### src/rtl/hx8357_pkg.sv
// Shared types and constants for the HX8357 8080-style write-only bus driver.
package hx8357_pkg;

    typedef enum logic [2:0] {
        RES_LOW,
        RES_WAIT,
        IDLE,
        REQ,
        SETUP,
        WR_LOW,
        WR_HIGH,
        DONE
    } state_e;

    localparam int DEF_RESX_LOW_CYCLES  = 250;
    localparam int DEF_RESX_WAIT_CYCLES = 125000;
    localparam int DEF_WR_LOW_CYCLES    = 1;
    localparam int DEF_WR_HIGH_CYCLES   = 1;

    localparam logic DC_CMD  = 1'b0;
    localparam logic DC_DATA = 1'b1;

    function automatic int max4(input int a, input int b, input int c, input int d);
        int m;
        m = a;
        if (b > m) m = b;
        if (c > m) m = c;
        if (d > m) m = d;
        return m;
    endfunction

endpackage

### src/rtl/hx8357_delay_counter.sv
// Loadable down-counter with zero flag, shared by the reset and strobe phases.
module hx8357_delay_counter #(
    parameter int W = 8
) (
    input  logic         clk,
    input  logic         load_i,
    input  logic [W-1:0] load_val_i,
    output logic         zero_o
);

    logic [W-1:0] cnt_q;

    // Load has priority; otherwise count down and park at zero.
    always_ff @(posedge clk) begin
        if (load_i) begin
            cnt_q <= load_val_i;
        end else if (cnt_q != '0) begin
            cnt_q <= cnt_q - {{(W-1){1'b0}}, 1'b1};
        end else begin
            cnt_q <= cnt_q;
        end
    end

    assign zero_o = (cnt_q == '0);

endmodule

### src/rtl/hx8357_controller.sv
// HX8357 write-only 8080 bus driver: panel reset sequence, then timed
// command/data write cycles with a supply_data / transmission_cmpl handshake.
module hx8357_controller
    import hx8357_pkg::*;
#(
    parameter int RESX_LOW_CYCLES  = DEF_RESX_LOW_CYCLES,
    parameter int RESX_WAIT_CYCLES = DEF_RESX_WAIT_CYCLES,
    parameter int WR_LOW_CYCLES    = DEF_WR_LOW_CYCLES,
    parameter int WR_HIGH_CYCLES   = DEF_WR_HIGH_CYCLES
) (
    input  logic        clk,
    input  logic        nres,
    input  logic [15:0] data_in,
    input  logic        cmd,
    input  logic        data,
    output logic        supply_data,
    output logic        transmission_cmpl,
    output logic        CSx,
    output logic        RESx,
    output logic        DCx,
    output logic        WRx,
    output logic        RDx,
    output logic [15:0] Data
);

    localparam int MAXP  = max4(RESX_LOW_CYCLES, RESX_WAIT_CYCLES, WR_LOW_CYCLES, WR_HIGH_CYCLES);
    localparam int CNT_W = (MAXP > 1) ? $clog2(MAXP) : 1;

    // Counter holds phase length minus one so that zero marks the last cycle.
    localparam logic [CNT_W-1:0] RL_LOAD = CNT_W'(RESX_LOW_CYCLES - 1);
    localparam logic [CNT_W-1:0] RW_LOAD = CNT_W'(RESX_WAIT_CYCLES - 1);
    localparam logic [CNT_W-1:0] WL_LOAD = CNT_W'(WR_LOW_CYCLES - 1);
    localparam logic [CNT_W-1:0] WH_LOAD = CNT_W'(WR_HIGH_CYCLES - 1);

    state_e            state_q;
    logic              type_q;
    logic              csx_q, resx_q, dcx_q, wrx_q, rdx_q, sd_q, tc_q;
    logic [15:0]       data_q;
    logic              load_s;
    logic [CNT_W-1:0]  load_val_s;
    logic              zero_s;

    hx8357_delay_counter #(.W(CNT_W)) u_delay (
        .clk        (clk),
        .load_i     (load_s),
        .load_val_i (load_val_s),
        .zero_o     (zero_s)
    );

    // Counter load requests at each timed-phase entry.
    always_comb begin
        load_s     = 1'b0;
        load_val_s = '0;
        if (nres) begin
            load_s     = 1'b1;
            load_val_s = RL_LOAD;
        end else begin
            case (state_q)
                RES_LOW: begin
                    load_s     = zero_s;
                    load_val_s = RW_LOAD;
                end
                SETUP: begin
                    load_s     = 1'b1;
                    load_val_s = WL_LOAD;
                end
                WR_LOW: begin
                    load_s     = zero_s;
                    load_val_s = WH_LOAD;
                end
                default: begin
                    load_s     = 1'b0;
                    load_val_s = '0;
                end
            endcase
        end
    end

    // Main sequencer; every output is registered here.
    always_ff @(posedge clk) begin
        rdx_q <= 1'b1;
        if (nres) begin
            state_q <= RES_LOW;
            type_q  <= DC_DATA;
            csx_q   <= 1'b1;
            resx_q  <= 1'b0;
            dcx_q   <= 1'b1;
            wrx_q   <= 1'b1;
            data_q  <= 16'h0000;
            sd_q    <= 1'b0;
            tc_q    <= 1'b0;
        end else begin
            case (state_q)
                RES_LOW: begin
                    if (zero_s) begin
                        state_q <= RES_WAIT;
                        resx_q  <= 1'b1;
                    end
                end
                RES_WAIT: begin
                    if (zero_s) state_q <= IDLE;
                end
                IDLE, DONE: begin
                    tc_q <= 1'b0;
                    if (cmd) begin
                        state_q <= REQ;
                        type_q  <= DC_CMD;
                        sd_q    <= 1'b1;
                    end else if (data) begin
                        state_q <= REQ;
                        type_q  <= DC_DATA;
                        sd_q    <= 1'b1;
                    end else begin
                        state_q <= IDLE;
                        csx_q   <= 1'b1;
                    end
                end
                REQ: begin
                    state_q <= SETUP;
                    sd_q    <= 1'b0;
                    csx_q   <= 1'b0;
                    dcx_q   <= type_q;
                end
                SETUP: begin
                    state_q <= WR_LOW;
                    data_q  <= data_in;
                    wrx_q   <= 1'b0;
                end
                WR_LOW: begin
                    if (zero_s) begin
                        state_q <= WR_HIGH;
                        wrx_q   <= 1'b1;
                    end
                end
                WR_HIGH: begin
                    if (zero_s) begin
                        state_q <= DONE;
                        tc_q    <= 1'b1;
                    end
                end
                default: begin
                    state_q <= RES_LOW;
                    resx_q  <= 1'b0;
                end
            endcase
        end
    end

    assign supply_data       = sd_q;
    assign transmission_cmpl = tc_q;
    assign CSx               = csx_q;
    assign RESx              = resx_q;
    assign DCx               = dcx_q;
    assign WRx               = wrx_q;
    assign RDx               = rdx_q;
    assign Data              = data_q;

endmodule

### config.mk
export PLATFORM = sky130hd
export DESIGN_NAME = hx8357_controller
export DESIGN_NICKNAME = d
export VERILOG_FILES = /design/src/rtl/hx8357_pkg.sv /design/src/rtl/hx8357_delay_counter.sv /design/src/rtl/hx8357_controller.sv
export SDC_FILE = /design/constraint.sdc
export NUM_CORES = 1
export LEC_CHECK = 0
export ABC_CLOCK_PERIOD_IN_PS = 5700
export CAP_MARGIN = 0
export CORE_MARGIN = 10
export CORE_UTILIZATION = 32
export DETAILED_ROUTE_END_ITERATION = 6
export GPL_TIMING_DRIVEN = 0
export SETUP_SLACK_MARGIN = 0.2
export SYNTH_ARGS = -nofsm -noshare
export SYNTH_HDL_FRONTEND = slang
export SYNTH_SLANG_ARGS = --single-unit
### constraint.sdc
create_clock -name clk -period 5.7 [get_ports clk]
set_input_delay 1.14 -clock clk [delete_from_list [all_inputs] [get_ports clk]]
set_output_delay 1.14 -clock clk [all_outputs]
set_load 0.1 [all_outputs]
## Yosys cells after proc, flatten, opt, wreduce, memory -nomap -nowiden

Cells that the tools add are included.

| storage, ports and cells | value |
|---|---|
| register bits | 43 |
| input port bits | 20 |
| logic and storage cells | 65 |

| operators by class | value |
|---|---|
| $add $sub $neg | 1 |
| equal/unequal tests | 14 |
| muxes and demuxes | 23 |
| reductions and logical operators | 17 |

Operators by type and width:

| operator | number |
|---|---|
| 17-bit 2-to-1 mux | 4 |
| 3-bit one-hot mux with 7 select lines | 1 |
| 17-bit zero test | 1 |
| 17-bit nonzero test | 1 |
| 17-bit by 1-bit subtractor with 17-bit output, second input constant | 1 |
| 3-bit equality test, second input constant | 4 |
| 3-bit 2-to-1 mux | 4 |
| 1-bit one-hot mux with 2 select lines | 5 |
| 2-bit AND reduction | 5 |
| 2-bit nonzero test | 5 |
| 1-bit 2-to-1 mux | 9 |
| 2-bit by 1-bit != test with 1-bit output, second input constant | 4 |
| 3-bit by 2-bit equality test with 1-bit output, second input constant | 2 |
| 2-bit != test, second input constant | 2 |
| 4-bit AND reduction | 1 |
| 2-bit OR reduction | 2 |
| 3-bit by 1-bit equality test with 1-bit output, second input constant | 1 |
| 3-bit zero test | 1 |
| 3-bit != test, second input constant | 1 |
| 3-bit AND reduction | 1 |

## Longest topological paths before layout

| logic depth | value |
|---|---|
| word-level depth | 5 |
| gate-level depth with buffers | 7 |
| depth with buffers taken out | 7 |

## By module

Synthesis repeated with hierarchy kept, for this count alone.

| second synthesis, totals | value |
|---|---|
| cells, all modules | 228 |
| area total of the unflattened synthesis | 2094.5 um^2 |

By module, submodules not included:

| module | instances | cells an instance | area an instance (um^2) | seq. area each (um^2) |
|---|---|---|---|---|
| hx8357_controller | 1 | 130 | 1071.0 | 520.5 |
| hx8357_delay_counter | 1 | 98 | 1023.5 | 510.5 |

## Least setup slack after synthesis

Ideal clock, no wire load.

| timing path | value |
|---|---|
| path type | input -> register |
| from | in nres |
| to | reg u_delay.cnt_q[0] (enable) |
| library setup time | 0.425 ns |
| arrival time | 2.142 ns |
| data required time | 5.275 ns |
| slack | 3.132 ns |
| stages on the path | 4 |
| cell sequence | clkbuf_1 -> inv_1 -> clkbuf_1 -> nand3_1 |

| between the ends | value |
|---|---|
| cells in the longest elaborated chain, start to end | 2 |

Ends and longest elaborated chain:

| element | RTL line | RTL |
|---|---|---|
| start: declaration | hx8357_controller.sv:12 | `input logic nres,` |
| 1-bit 2-to-1 mux | hx8357_controller.sv:54 | `if (nres) begin` |
| 2-bit nonzero test (no line) | -- |  |
| end signal: assignment | hx8357_delay_counter.sv:16 | `cnt_q <= load_val_i;` |
| end signal: assignment | hx8357_delay_counter.sv:18 | `cnt_q <= cnt_q - {{(W-1){1'b0}}, 1'b1};` |
| end signal: assignment | hx8357_delay_counter.sv:20 | `cnt_q <= cnt_q;` |
| end: declaration | hx8357_delay_counter.sv:11 | `logic [W-1:0] cnt_q;` |

Every way passes these cells.
A chain may end at the register's enable or synchronous reset.

## Final worst setup path

| timing path | value |
|---|---|
| from | in nres |
| to | reg u_delay.cnt_q[16] (enable) |

Same word-level chain as after synthesis.

==> results.cfg <==
[cts]
h-tree-depth = 2
path_clk_slew_ps = 90
cts_tree = built
numClockSinks = 43
cts-hold-fix-buffers = 0
ctsResizeCount = 0
postCtsSetupBuffers = 0
cts.path.max_buffers = 2
numCtsBuffers = 5
clockRootBuffer = clkbuf_8
clk_latency_ps = 300

[yosys]
synth_nets = 251
synthArstFlopShare = 0
synth_cell_type_count = 45
synth_area_um2 = 2090
synthFlopType = dfxtp_1
yosys.area.top_type = dfxtp_1
synth_edf_count = 17
syn_inst = 229
synth.avg_cell_area_um2 = 9.11
yosys-top-cells-area = dfxtp_1 (25%), edfxtp_1 (24%), nand2_1 (7.7%)
synth_seq_area_share = 0.494
yosysWarnings = 0
ys_ff_latch = 43
yosys.area.top_type_share = 0.250

[place]
dpl.hpwl_um = 3760
gp_congestion = 0.829
placed_area_um2 = 2580
place_inst = 346
port_buffers = 40

[die]
io_pins = 43
die-area_um2 = 10100
die_w_um = 101
initial_core_util = 0.328
die_h_um = 101
fp-row-count = 29
fp.coreArea_um2 = 6350

[final_layout]
seqCellArea_um2 = 1030
n_antenna_cell = 0
fillCellCount = 636
final_nets = 298
final_cell_mix = nand2_1 (43), clkdlybuf4s50_1 (40), dfxtp_1 (26)
design_area_um2 = 2690
mostFrequentLayoutCell = nand2_1
final_cells = 354
layout-drive-gt1-share = 0.0830
area_growth_pct = 29.0
multi_input_comb_area_um2 = 988

[routing]
viasPerCell = 5.01
drt_iter0_drc = 95
drc = 0
ant_nets = 0
routed-via-count = 1775
routed_wl_um = 5090
wl_per_cell_um = 14.4
drt_pre_antenna_iters = 4

[power]
clkPwrFrac = 0.379
p_total_w = 0.000587
p_seq_frac = 0.557
power.density_nw_per_um2 = 218
pwr-share-comb = 0.064
switchingPower_w = 0.000133
leakage_nw = 0.911
peakVddDrop_mv = 0.133
switching_share = 0.227
intPower_w = 0.000454

[min_path]
hp-class = reg2reg

[setup_path]
start_kind = input port
crit_arrival_ps = 2790
cp.buffers_inverters = 3
slowest_stage = nand3_1
path_max_fanout = 17
path_class = in2reg
worstPathCellList = clkbuf_1 > inv_1 > clkbuf_1 > nand3_1
endpoint_kind = register
required_ps = 5510
cp_top_family = buffers and inverters
cpMostUsedCell = clkbuf_1
slowest_delay_ps = 730

[sta]
finalCritPeriodShare = 0.523
min_period_ps = 2980
clock.fmax_mhz = 335
final_hold_viol_count = 0
grt_setup_unrepaired = false
relSlewSlack = 0.330
maxSlewViolCount = 0
tns_ps = 0
final.setup_skew_ps = 11.2
worst_hold_slack_ps = 450
tightest_slew_ps = 1000
final-setup-viol-count = 0

[status]
outcome = complete, no violations

[grt]
grt_max_degree = 18
grtUsageTotal = 0.101
grt_pass1_vias = 1696
antenna_found_initial = 0
grt_pass1_wl_um = 8480
overflow = 0

[job]
cap_violations = 0
==> synthesized netlist by cell type (3+ instances only) <==
cell	n
a21oi_1	25
nor2_1	20
o21ai_0	8
xnor2_1	8
xor2_1	8
edfxtp_1	17
nand4_1	3
nand2_1	43
nand3_1	8
nor4_1	3
clkbuf_1	7
or2_2	4
dfxtp_1	26
o21ai_1	6
inv_1	5
nand2b_1	3
nor3_1	3
==> state kept, by name, indices dropped and copies added (netlist names) <==
| register | flops |
|---|---|
| u_delay.cnt_q | 17 |
| Data | 16 |
| state_q | 3 |
| CSx | 1 |
| DCx | 1 |
| RESx | 1 |
| WRx | 1 |
| supply_data | 1 |
| transmission_cmpl | 1 |
| type_q | 1 |
==> per-layer routing <==
layer	up-vias	track usage	share of wire
li1	894	-	-
met5	-	0	0
met2	47	0.151	0.44
met1	827	0.123	0.44
met3	7	0.0535	0.10
met4	0	0.0315	0.012
==> layout make-up <==
cell class              count  share of cell area
well taps                  77              0.0358
repair buffers             40               0.149
inverters                   5             0.00698
clock inverters             2             0.00512
clock buffers               6              0.0349
flip-flops and latches     43               0.383
plain buffers              11              0.0177
multi-input cells         170               0.367
==> worst min-delay path: stages (launching register included) <==
cell     delay [ps]
dfxtp_1         320
inv_1            50
a21oi_1          50
==> worst paths after layout <==
check,endpoint,startpoint,slack [ps],cells past startpoint
max,u_delay.cnt_q[16],nres,2720,4
min,RESx,RESx,450,2
max reg2reg,u_delay.cnt_q[16],u_delay.cnt_q[0],3160,5
min reg2reg,RESx,RESx,450,2
==> per-stage QoR <==
step                setup WS [ps]  utilization
finish                       2720        0.424
detailed placement           2360        0.407
global route                 2510        0.424
CTS                          2670        0.424
floorplan                    3130            -
global placement             2340        0.407
==> power by group through the flow <==
stage | Combinational, W | Clock (W) | Sequential (W)
4_1_cts | 0.0000377 | 0.000231 | 0.000327
2_1_floorplan | 0.0000203 | 0 | 0.000333
3_5_place_dp | 0.0000374 | 0 | 0.000335
6_report | 0.0000376 | 0.000223 | 0.000327
5_1_grt | 0.0000414 | 0.000240 | 0.000328
3_3_place_gp | 0.0000372 | 0 | 0.000335
==> kinds of logic after synthesis <==
kind of cell	Yosys count	share of synthesized area
simple gates	102	0.258
compound gates	49	0.135
flops	43	0.494
xor+xnor	16	0.0672
buf+inv	16	0.0318
fa+ha+maj	2	0.0120
other cells	1	0.00180
No activity file was read; power rests on OpenSTA's default activity.
